==> src/rtl/p2s_rr_arbiter_if.sv <==
// Handshake bundle between M parallel requesters, the round-robin arbiter and
// the parallel side of the shared serializer.
interface p2s_rr_arbiter_if #(
  parameter int N = 8,
  parameter int M = 4
) ();
  localparam int GW = $clog2(M);

  logic [M-1:0]   req_valid;
  logic [M*N-1:0] req_data;
  logic [M-1:0]   req_ready;
  logic           p_valid;
  logic [N-1:0]   p_data;
  logic           p_ready;
  logic [GW-1:0]  grant_id;
  logic           busy;

  // slave: the arbiter itself; master: requesters plus serializer around it
  modport slave (
    input  req_valid, req_data, p_ready,
    output req_ready, p_valid, p_data, grant_id, busy
  );

  modport master (
    output req_valid, req_data, p_ready,
    input  req_ready, p_valid, p_data, grant_id, busy
  );
endinterface

==> src/rtl/p2s_rr_arbiter.sv <==
// Round-robin arbiter sharing one parallel-to-serial serializer between M
// requesters; grants bursts of up to BURST words with one idle arbitration cycle.
module p2s_rr_arbiter #(
  parameter int N     = 8,
  parameter int M     = 4,
  parameter int BURST = 4
) (
  input  logic            clk,
  input  logic            rst,
  p2s_rr_arbiter_if.slave bus
);
  localparam int GW = $clog2(M);
  localparam int CW = $clog2(BURST + 1);

  localparam logic [0:0] S_IDLE  = 1'b0;
  localparam logic [0:0] S_GRANT = 1'b1;

  localparam logic [GW-1:0] LAST_ID  = GW'(M - 1);
  localparam logic [CW-1:0] LAST_CNT = CW'(BURST - 1);
  localparam logic [M-1:0]  ONE_HOT0 = {{(M-1){1'b0}}, 1'b1};

  logic [0:0]     state_q, state_d;
  logic [GW-1:0]  grant_q, grant_d;
  logic [GW-1:0]  ptr_q, ptr_d;
  logic [CW-1:0]  cnt_q, cnt_d;

  logic [M-1:0]   valid_sh;
  logic [M*N-1:0] data_sh;
  logic           in_grant;
  logic           g_valid;
  logic           xfer;
  logic           release_c;
  logic [GW:0]    pick;

  // Returns {found, index}: first set bit of v searching p, p+1, ... mod M.
  function automatic logic [GW:0] rr_pick(input logic [M-1:0] v, input logic [GW-1:0] p);
    logic [GW:0]  r;
    logic [M-1:0] vs;
    int           idx;
    r = '0;
    for (int k = M - 1; k >= 0; k--) begin
      idx = (int'(p) + k) % M;
      vs  = v >> idx;
      if (vs[0]) r = {1'b1, GW'(idx)};
    end
    return r;
  endfunction

  assign in_grant = (state_q == S_GRANT);
  assign valid_sh = bus.req_valid >> grant_q;
  assign data_sh  = bus.req_data >> (int'(grant_q) * N);
  assign g_valid  = in_grant && valid_sh[0];
  assign xfer     = g_valid && bus.p_ready;

  // Granted requester is wired straight through to the serializer
  assign bus.p_valid   = g_valid;
  assign bus.p_data    = in_grant ? data_sh[N-1:0] : '0;
  assign bus.req_ready = (in_grant && bus.p_ready) ? (ONE_HOT0 << grant_q) : '0;
  assign bus.grant_id  = grant_q;
  assign bus.busy      = in_grant;

  always_comb begin
    state_d   = state_q;
    grant_d   = grant_q;
    ptr_d     = ptr_q;
    cnt_d     = cnt_q;
    release_c = 1'b0;
    pick      = rr_pick(bus.req_valid, ptr_q);

    if (state_q == S_IDLE) begin
      if (pick[GW]) begin
        grant_d = pick[GW-1:0];
        cnt_d   = '0;
        state_d = S_GRANT;
      end
    end else begin
      if (xfer) begin
        cnt_d     = cnt_q + 1'b1;
        release_c = (cnt_q == LAST_CNT);
      end else if (!valid_sh[0]) begin
        // requester withdrew: give the slot away instead of waiting
        release_c = 1'b1;
      end

      if (release_c) begin
        state_d = S_IDLE;
        ptr_d   = (grant_q == LAST_ID) ? '0 : grant_q + 1'b1;
      end
    end
  end

  always_ff @(posedge clk or posedge rst) begin
    if (rst) begin
      state_q <= S_IDLE;
      grant_q <= '0;
      ptr_q   <= '0;
      cnt_q   <= '0;
    end else begin
      state_q <= state_d;
      grant_q <= grant_d;
      ptr_q   <= ptr_d;
      cnt_q   <= cnt_d;
    end
  end

endmodule
==> src/flat_wrapper.sv <==
// flat-port wrapper written by rule: the top's interface ports become plain ports
module p2s_rr_arbiter_flat 
#(
  parameter int N     = 8,
  parameter int M     = 4,
  parameter int BURST = 4
)
  (clk, rst, bus_req_valid, bus_req_data, bus_p_ready, bus_req_ready, bus_p_valid, bus_p_data, bus_grant_id, bus_busy);
  p2s_rr_arbiter_if #(.N(N), .M(M)) bus_i ();
  input  logic clk;
  input  logic rst;
  input wire logic [$bits(bus_i.req_valid)-1:0] bus_req_valid;
  input wire logic [$bits(bus_i.req_data)-1:0] bus_req_data;
  input wire logic [$bits(bus_i.p_ready)-1:0] bus_p_ready;
  output wire logic [$bits(bus_i.req_ready)-1:0] bus_req_ready;
  output wire logic [$bits(bus_i.p_valid)-1:0] bus_p_valid;
  output wire logic [$bits(bus_i.p_data)-1:0] bus_p_data;
  output wire logic [$bits(bus_i.grant_id)-1:0] bus_grant_id;
  output wire logic [$bits(bus_i.busy)-1:0] bus_busy;
  assign bus_i.req_valid = bus_req_valid;
  assign bus_i.req_data = bus_req_data;
  assign bus_i.p_ready = bus_p_ready;
  assign bus_req_ready = bus_i.req_ready;
  assign bus_p_valid = bus_i.p_valid;
  assign bus_p_data = bus_i.p_data;
  assign bus_grant_id = bus_i.grant_id;
  assign bus_busy = bus_i.busy;
  p2s_rr_arbiter #(.N(N), .M(M), .BURST(BURST)) u_core (.clk(clk), .rst(rst), .bus(bus_i));
endmodule
==> config.mk <==
export PLATFORM = sky130hd
export DESIGN_NAME = p2s_rr_arbiter_flat
export DESIGN_NICKNAME = d
export VERILOG_FILES = /design/src/rtl/p2s_rr_arbiter_if.sv /design/src/rtl/p2s_rr_arbiter.sv /design/src/flat_wrapper.sv
export SDC_FILE = /design/constraint.sdc
export NUM_CORES = 1
export LEC_CHECK = 0
export CELL_PAD_IN_SITES_DETAIL_PLACEMENT = 1
export CELL_PAD_IN_SITES_GLOBAL_PLACEMENT = 1
export CORE_MARGIN = 10
export CORE_UTILIZATION = 22
export CTS_CLUSTER_DIAMETER = 100
export DETAILED_ROUTE_END_ITERATION = 7
export PLACE_DENSITY_LB_ADDON = 0.08
export RECOVER_POWER = 25
export REMOVE_ABC_BUFFERS = 1
export SLEW_MARGIN = 10
export SYNTH_ARGS = -nofsm -noshare
export SYNTH_HDL_FRONTEND = slang
export SYNTH_SLANG_ARGS = --single-unit
==> constraint.sdc <==
create_clock -name clk -period 1.6 [get_ports clk]
set_input_delay 0.24 -clock clk [delete_from_list [all_inputs] [get_ports clk]]
set_output_delay 0.24 -clock clk [all_outputs]
set_load 0.02 [all_outputs]
Word-level counts from Yosys, hierarchy flattened
Cells that the tools add are included.
{"block": "op_classes", "add_sub_neg": 5, "eq_ne": 3, "shift": 7, "mux": 16, "bitwise": 4, "n_reduce_logical": 10}
{"cell": ">> shifter 4 x 32 -> 1 bit", "count": 3}
{"cell": ">> shifter 32 x 5 -> 8 bit", "count": 1}
{"cell": "2-to-1 mux 3 bit", "count": 7}
{"cell": "2-to-1 mux 8 bit", "count": 1}
{"cell": ">> shifter 4 x 2 -> 1 bit", "count": 2}
{"cell": "2-to-1 mux 1 bit", "count": 6}
{"cell": "AND reduction 2 bit", "count": 3}
{"cell": "OR reduction 2 bit", "count": 3}
{"cell": "adder 2 x 1 -> 2 bit (second input constant)", "count": 2}
{"cell": "adder 2 bit (second input constant)", "count": 2}
{"cell": "2-to-1 mux 4 bit", "count": 1}
{"cell": "<< shifter 1 x 2 -> 4 bit (first input constant)", "count": 1}
{"cell": "adder 3 x 1 -> 3 bit (second input constant)", "count": 1}
{"cell": "AND 1 bit (first input constant)", "count": 3}
{"cell": "== test 3 x 2 -> 1 bit (second input constant)", "count": 1}
{"cell": "logical AND 1 bit", "count": 3}
{"cell": "== test 2 bit (second input constant)", "count": 1}
{"cell": "2-to-1 mux 2 bit", "count": 1}
{"cell": "inequality test 2 bit (second input constant)", "count": 1}
{"cell": "nonzero test 2 bit", "count": 1}
{"cell": "NOT 1 bit", "count": 1}
{"block": "totals", "ff_bits": 8, "inputBits": 39, "out_inout_bits": 16, "elab_cells": 49}

Depth between registers and ports, before layout
{"block": "depth", "depth_word": 10, "ltp_mapped": 6, "depth_no_buf": 6}

Least setup slack after synthesis
Ideal clock, no wire load.
{"block": "synth_path", "path_kind": "register to output", "startpoint": "register u_core.grant_q[0], in the netlist u_core.bus.grant_id[0]", "endpoint": "output bus_p_data[0]", "arrival_time_ps": 1575, "t_required_ps": 1360, "path_slack_ps": -215, "path_stages_with_launch": 4, "path_buffers": 1, "path_cell_list": "dfrtp_1 -> buf_2 -> mux4_2 -> and2_1"}
{"block": "synth_between", "elab_chain_cells": 2}
{"item": "start, declared", "line": "p2s_rr_arbiter.sv:23", "source": "logic [GW-1:0] grant_q, grant_d;"}
{"item": "start signal, assigned", "line": "p2s_rr_arbiter.sv:100", "source": "grant_q <= grant_d;"}
{"item": ">> shifter 32 x 5 -> 8 bit", "line": "p2s_rr_arbiter.sv:51", "source": "assign data_sh = bus.req_data >> (int'(grant_q) * N);"}
{"item": "2-to-1 mux 8 bit", "line": "p2s_rr_arbiter.sv:57", "source": "assign bus.p_data = in_grant ? data_sh[N-1:0] : '0;"}
{"item": "end, declared", "line": "flat_wrapper.sv:17", "source": "output wire logic [$bits(bus_i.p_data)-1:0] bus_p_data;"}
Every way passes these cells.

Worst setup path in the final report
{"block": "layout_path", "startpoint": "register u_core.grant_q[0], in the netlist u_core.bus.grant_id[0]", "endpoint": "output bus_p_data[2]"}
The elaborated chain is that of the path after synthesis.

==> results.py <==
metrics = {
    "die": {
        "io_pins": 55,
        "dieArea_sq_um": 6490,
        "coreArea_sq_um": 3440,
        "rows": 21,
        "die_x_um": 80.6,
        "chipHeight_um": 80.6,
        "start_util": 0.234,
    },
    "setup_path": {
        "path_buf_inv": 2,
        "endpoint_kind": "output pin",
        "slowest_stage": "mux4_2",
        "required_ns": 1.36,
        "crit_chain": "buf_6 -> mux4_2 -> and2_4 -> buf_6",
        "worstPathArrival_ns": 1.56,
        "startpoint_type": "flip-flop",
        "r2r_slack_ns": -0.04,
        "crit_top_cell": "buf_6",
        "crit_family": "multiplexers",
        "max_stage_delay_ns": 0.50,
        "critPathKind": "reg -> out",
        "critPathMaxFanout": 5,
    },
    "logic_synthesis": {
        "syn_inst": 82,
        "synth-edff-count": 0,
        "synthTopCellsByCount": "12 x nand2_1, 9 x and2_1, 9 x mux4_2",
        "yosys_register_bits": 8,
        "yosysTopAreaCellShare": 0.251,
        "synth_flop_cell": "dfrtp_1",
        "yosys.area_share.simple": 0.203,
        "synthArstFlopShare": 1.00,
        "seq_area_frac_synth": 0.248,
        "muxShareOfSynthArea": 0.282,
        "synth_cell_types": 26,
        "postSynthAreaPerCell_sq_um": 9.84,
        "yosysMostFrequentCell": "nand2_1",
        "synth-compound-area-share": 0.109,
        "yosysTopAreaCell": "mux4_2",
        "synthAdderAreaFrac": 0.0930,
        "yosys_warnings": 0,
        "synth_top_family_by_area": "multiplexers",
        "synth_area_sq_um": 807,
        "yosys-top-cells-area": "mux4_2 25%, dfrtp_1 25%, ha_1 9.3%, and2_1 7.0%, nand2_1 5.6%",
        "synth_xor_area_frac": 0.0109,
    },
    "final_layout": {
        "nFillCells": 394,
        "multi_input_area_sq_um": 623,
        "regArea_sq_um": 201,
        "nets": 201,
        "drive_gt1_frac": 0.390,
        "antenna_cells": 0,
        "syn2layout_area_growth_pct": 105,
    },
    "timing": {
        "finalCritPeriodShare": 1.12,
        "setup_viol": 12,
        "hold_viol_final": 0,
        "hold_ws_ns": 0.407,
        "slew_violations": 0,
        "rsz0062_at_grt": "yes",
        "period_minus_slack_ns": 1.80,
        "worst_slew_pin_slew_ns": 0.437,
        "worst_slack_ns": -0.198,
        "relSlewSlack": 0.701,
        "skew_ns": 0.00190,
        "max_freq_ghz": 0.556,
    },
    "cts": {
        "cts_buffers": 3,
        "clk_pin_slew_ns": 0.04,
        "htreeDepth": 1,
        "cts_sinks": 8,
        "clk_latency_ns": 0.23,
        "clock_path_buffers": 2,
        "cts_root_buffer": "clkbuf_8",
        "cts_tree": "done",
    },
    "global_routing": {
        "antenna_found_initial": 0,
        "grt_pass1_wl_um": 5640,
        "grt_pass1_vias": 1053,
        "track_usage": 0.110,
        "grt_overflow_total": 0,
        "grt_start_max_net_pins": 12,
    },
    "place": {
        "place.gp.congestion": 0.751,
        "dpl.hpwl_um": 2890,
        "portBuffers": 54,
        "place_ws_ns": -0.554,
    },
    "route": {
        "drt-vias-per-instance": 4.69,
        "wl_um": 3690,
        "wire_per_inst_um": 18.5,
        "drt_iter0_markers": 19,
        "final_antenna_net_count": 0,
        "vias": 937,
        "first_pass_iters": 4,
        "drc": 0,
    },
    "power_and_ir_drop": {
        "ir_drop_mv": 0.736,
        "p_total_mw": 2.64,
        "p_per_area_nw_per_um2": 1600,
        "p_leak_nw": 0.749,
    },
    "run_status": {
        "status": "finished with violations",
        "violations": "setup timing",
    },
    "worst_hold_path": {
        "hold_class": "in -> async",
    },
    "run": {
        "max-cap-violations": 0,
    },
}
## state kept, by name, indices dropped and copies added (netlist names)
name	cells
u_core.bus.busy	1
u_core.bus.grant_id	2
u_core.cnt_q	3
u_core.ptr_q	2
## power by group
| group | total, mW | switching, mW | internal (mW) |
|---|---|---|---|
| Clock | 0.247 | 0.0834 | 0.163 |
| Combinational | 2.01 | 0.896 | 1.12 |
| Sequential | 0.383 | 0.0919 | 0.291 |
## final timing paths
check                           cells after the start                      to              startpoint
worst max-delay path                                4           bus_p_data[2]  u_core.bus.grant_id[0]
worst min-delay path                                2         u_core.cnt_q[0]                     rst
worst max register to register                      5         u_core.ptr_q[1]  u_core.bus.grant_id[1]
worst min register to register                      2         u_core.cnt_q[2]         u_core.cnt_q[2]
max in group asynchronous                           2  u_core.bus.grant_id[0]                     rst
min in group clk                                    2         u_core.cnt_q[2]         u_core.cnt_q[2]
## layer usage
metal  part of all wire  global-route usage  vias to the layer above  wire [um]
met2               0.53               0.208                       35       1970
met4             0.0068              0.0264                        0         25
met3              0.078              0.0267                        4        288
li1                   -                   -                      443          -
met5                  0                   0                        -          0
met1               0.38               0.117                      455       1410
## worst register-to-register path, delay by kind of cell, from the launching register on
family        cells  cell delay, ns
flops             1            0.40
buf+inv           1            0.16
simple gates      2            0.10
mux               2            0.86
## final cells by class
type	instances	area share
repair buffers	73	0.425
multi-input cells	63	0.377
flip-flops and latches	8	0.122
well taps	46	0.0348
clock buffers	3	0.0250
inverters	7	0.0159
## logic make-up (layout without fill, tap and decap cells)
group	Yosys count	in the layout
AO/OA/AOI/OAI	13	13
XOR/XNOR	1	1
adder cells (fa/ha/maj)	6	6
buffers and inverters	11	83
flip-flops	8	8
multiplexers	11	11
AND/OR/NAND/NOR	32	32
## layout by cell type (no fill, tap or decap), drive strengths merged
| cell type | n |
|---|---|
| clkdlybuf4s50 | 36 |
| buf | 31 |
| nand2 | 12 |
| mux4 | 9 |
| and2 | 9 |
| dfrtp | 8 |
| inv | 7 |
| ha | 6 |
| and3 | 5 |
| dlygate4sd2 | 4 |
| o21ai | 4 |
| clkbuf | 3 |
| nor2 | 2 |
| o22ai | 2 |
| a21o | 2 |
| nor4 | 1 |
| or2 | 1 |
| o221ai | 1 |
| o21a | 1 |
| o31ai | 1 |
| a21boi | 1 |
| nor2b | 1 |
| mux2 | 1 |
| mux2i | 1 |
| a2111oi | 1 |
| xor2 | 1 |
| nand3 | 1 |
| dlygate4sd3 | 1 |
| clkdlybuf4s15 | 1 |
## through the flow
step / TNS, ns / area, sq um / instances / util
after global placement: -6.25 / 1530 / 195 / 0.444
after detailed placement: -6.43 / 1530 / 195 / 0.444
after CTS: -2.27 / 1670 / 202 / 0.486
after global routing: -2.35 / 1650 / 200 / 0.480
final: -1.72 / 1650 / 200 / 0.480
after floorplan: -2.96 / 790 / 78 / -
## timing repair
item / 4_1_cts / 5_1_grt
resized for setup: 90 / 8
hold buffers: 0 / 0
endpoints found under the setup margin: 18 / 18
pin swaps: 10 / 1
buffers inserted: 4 / 0
cloned: 1 / 0
Note: power is estimated with default switching activity, not from simulation.
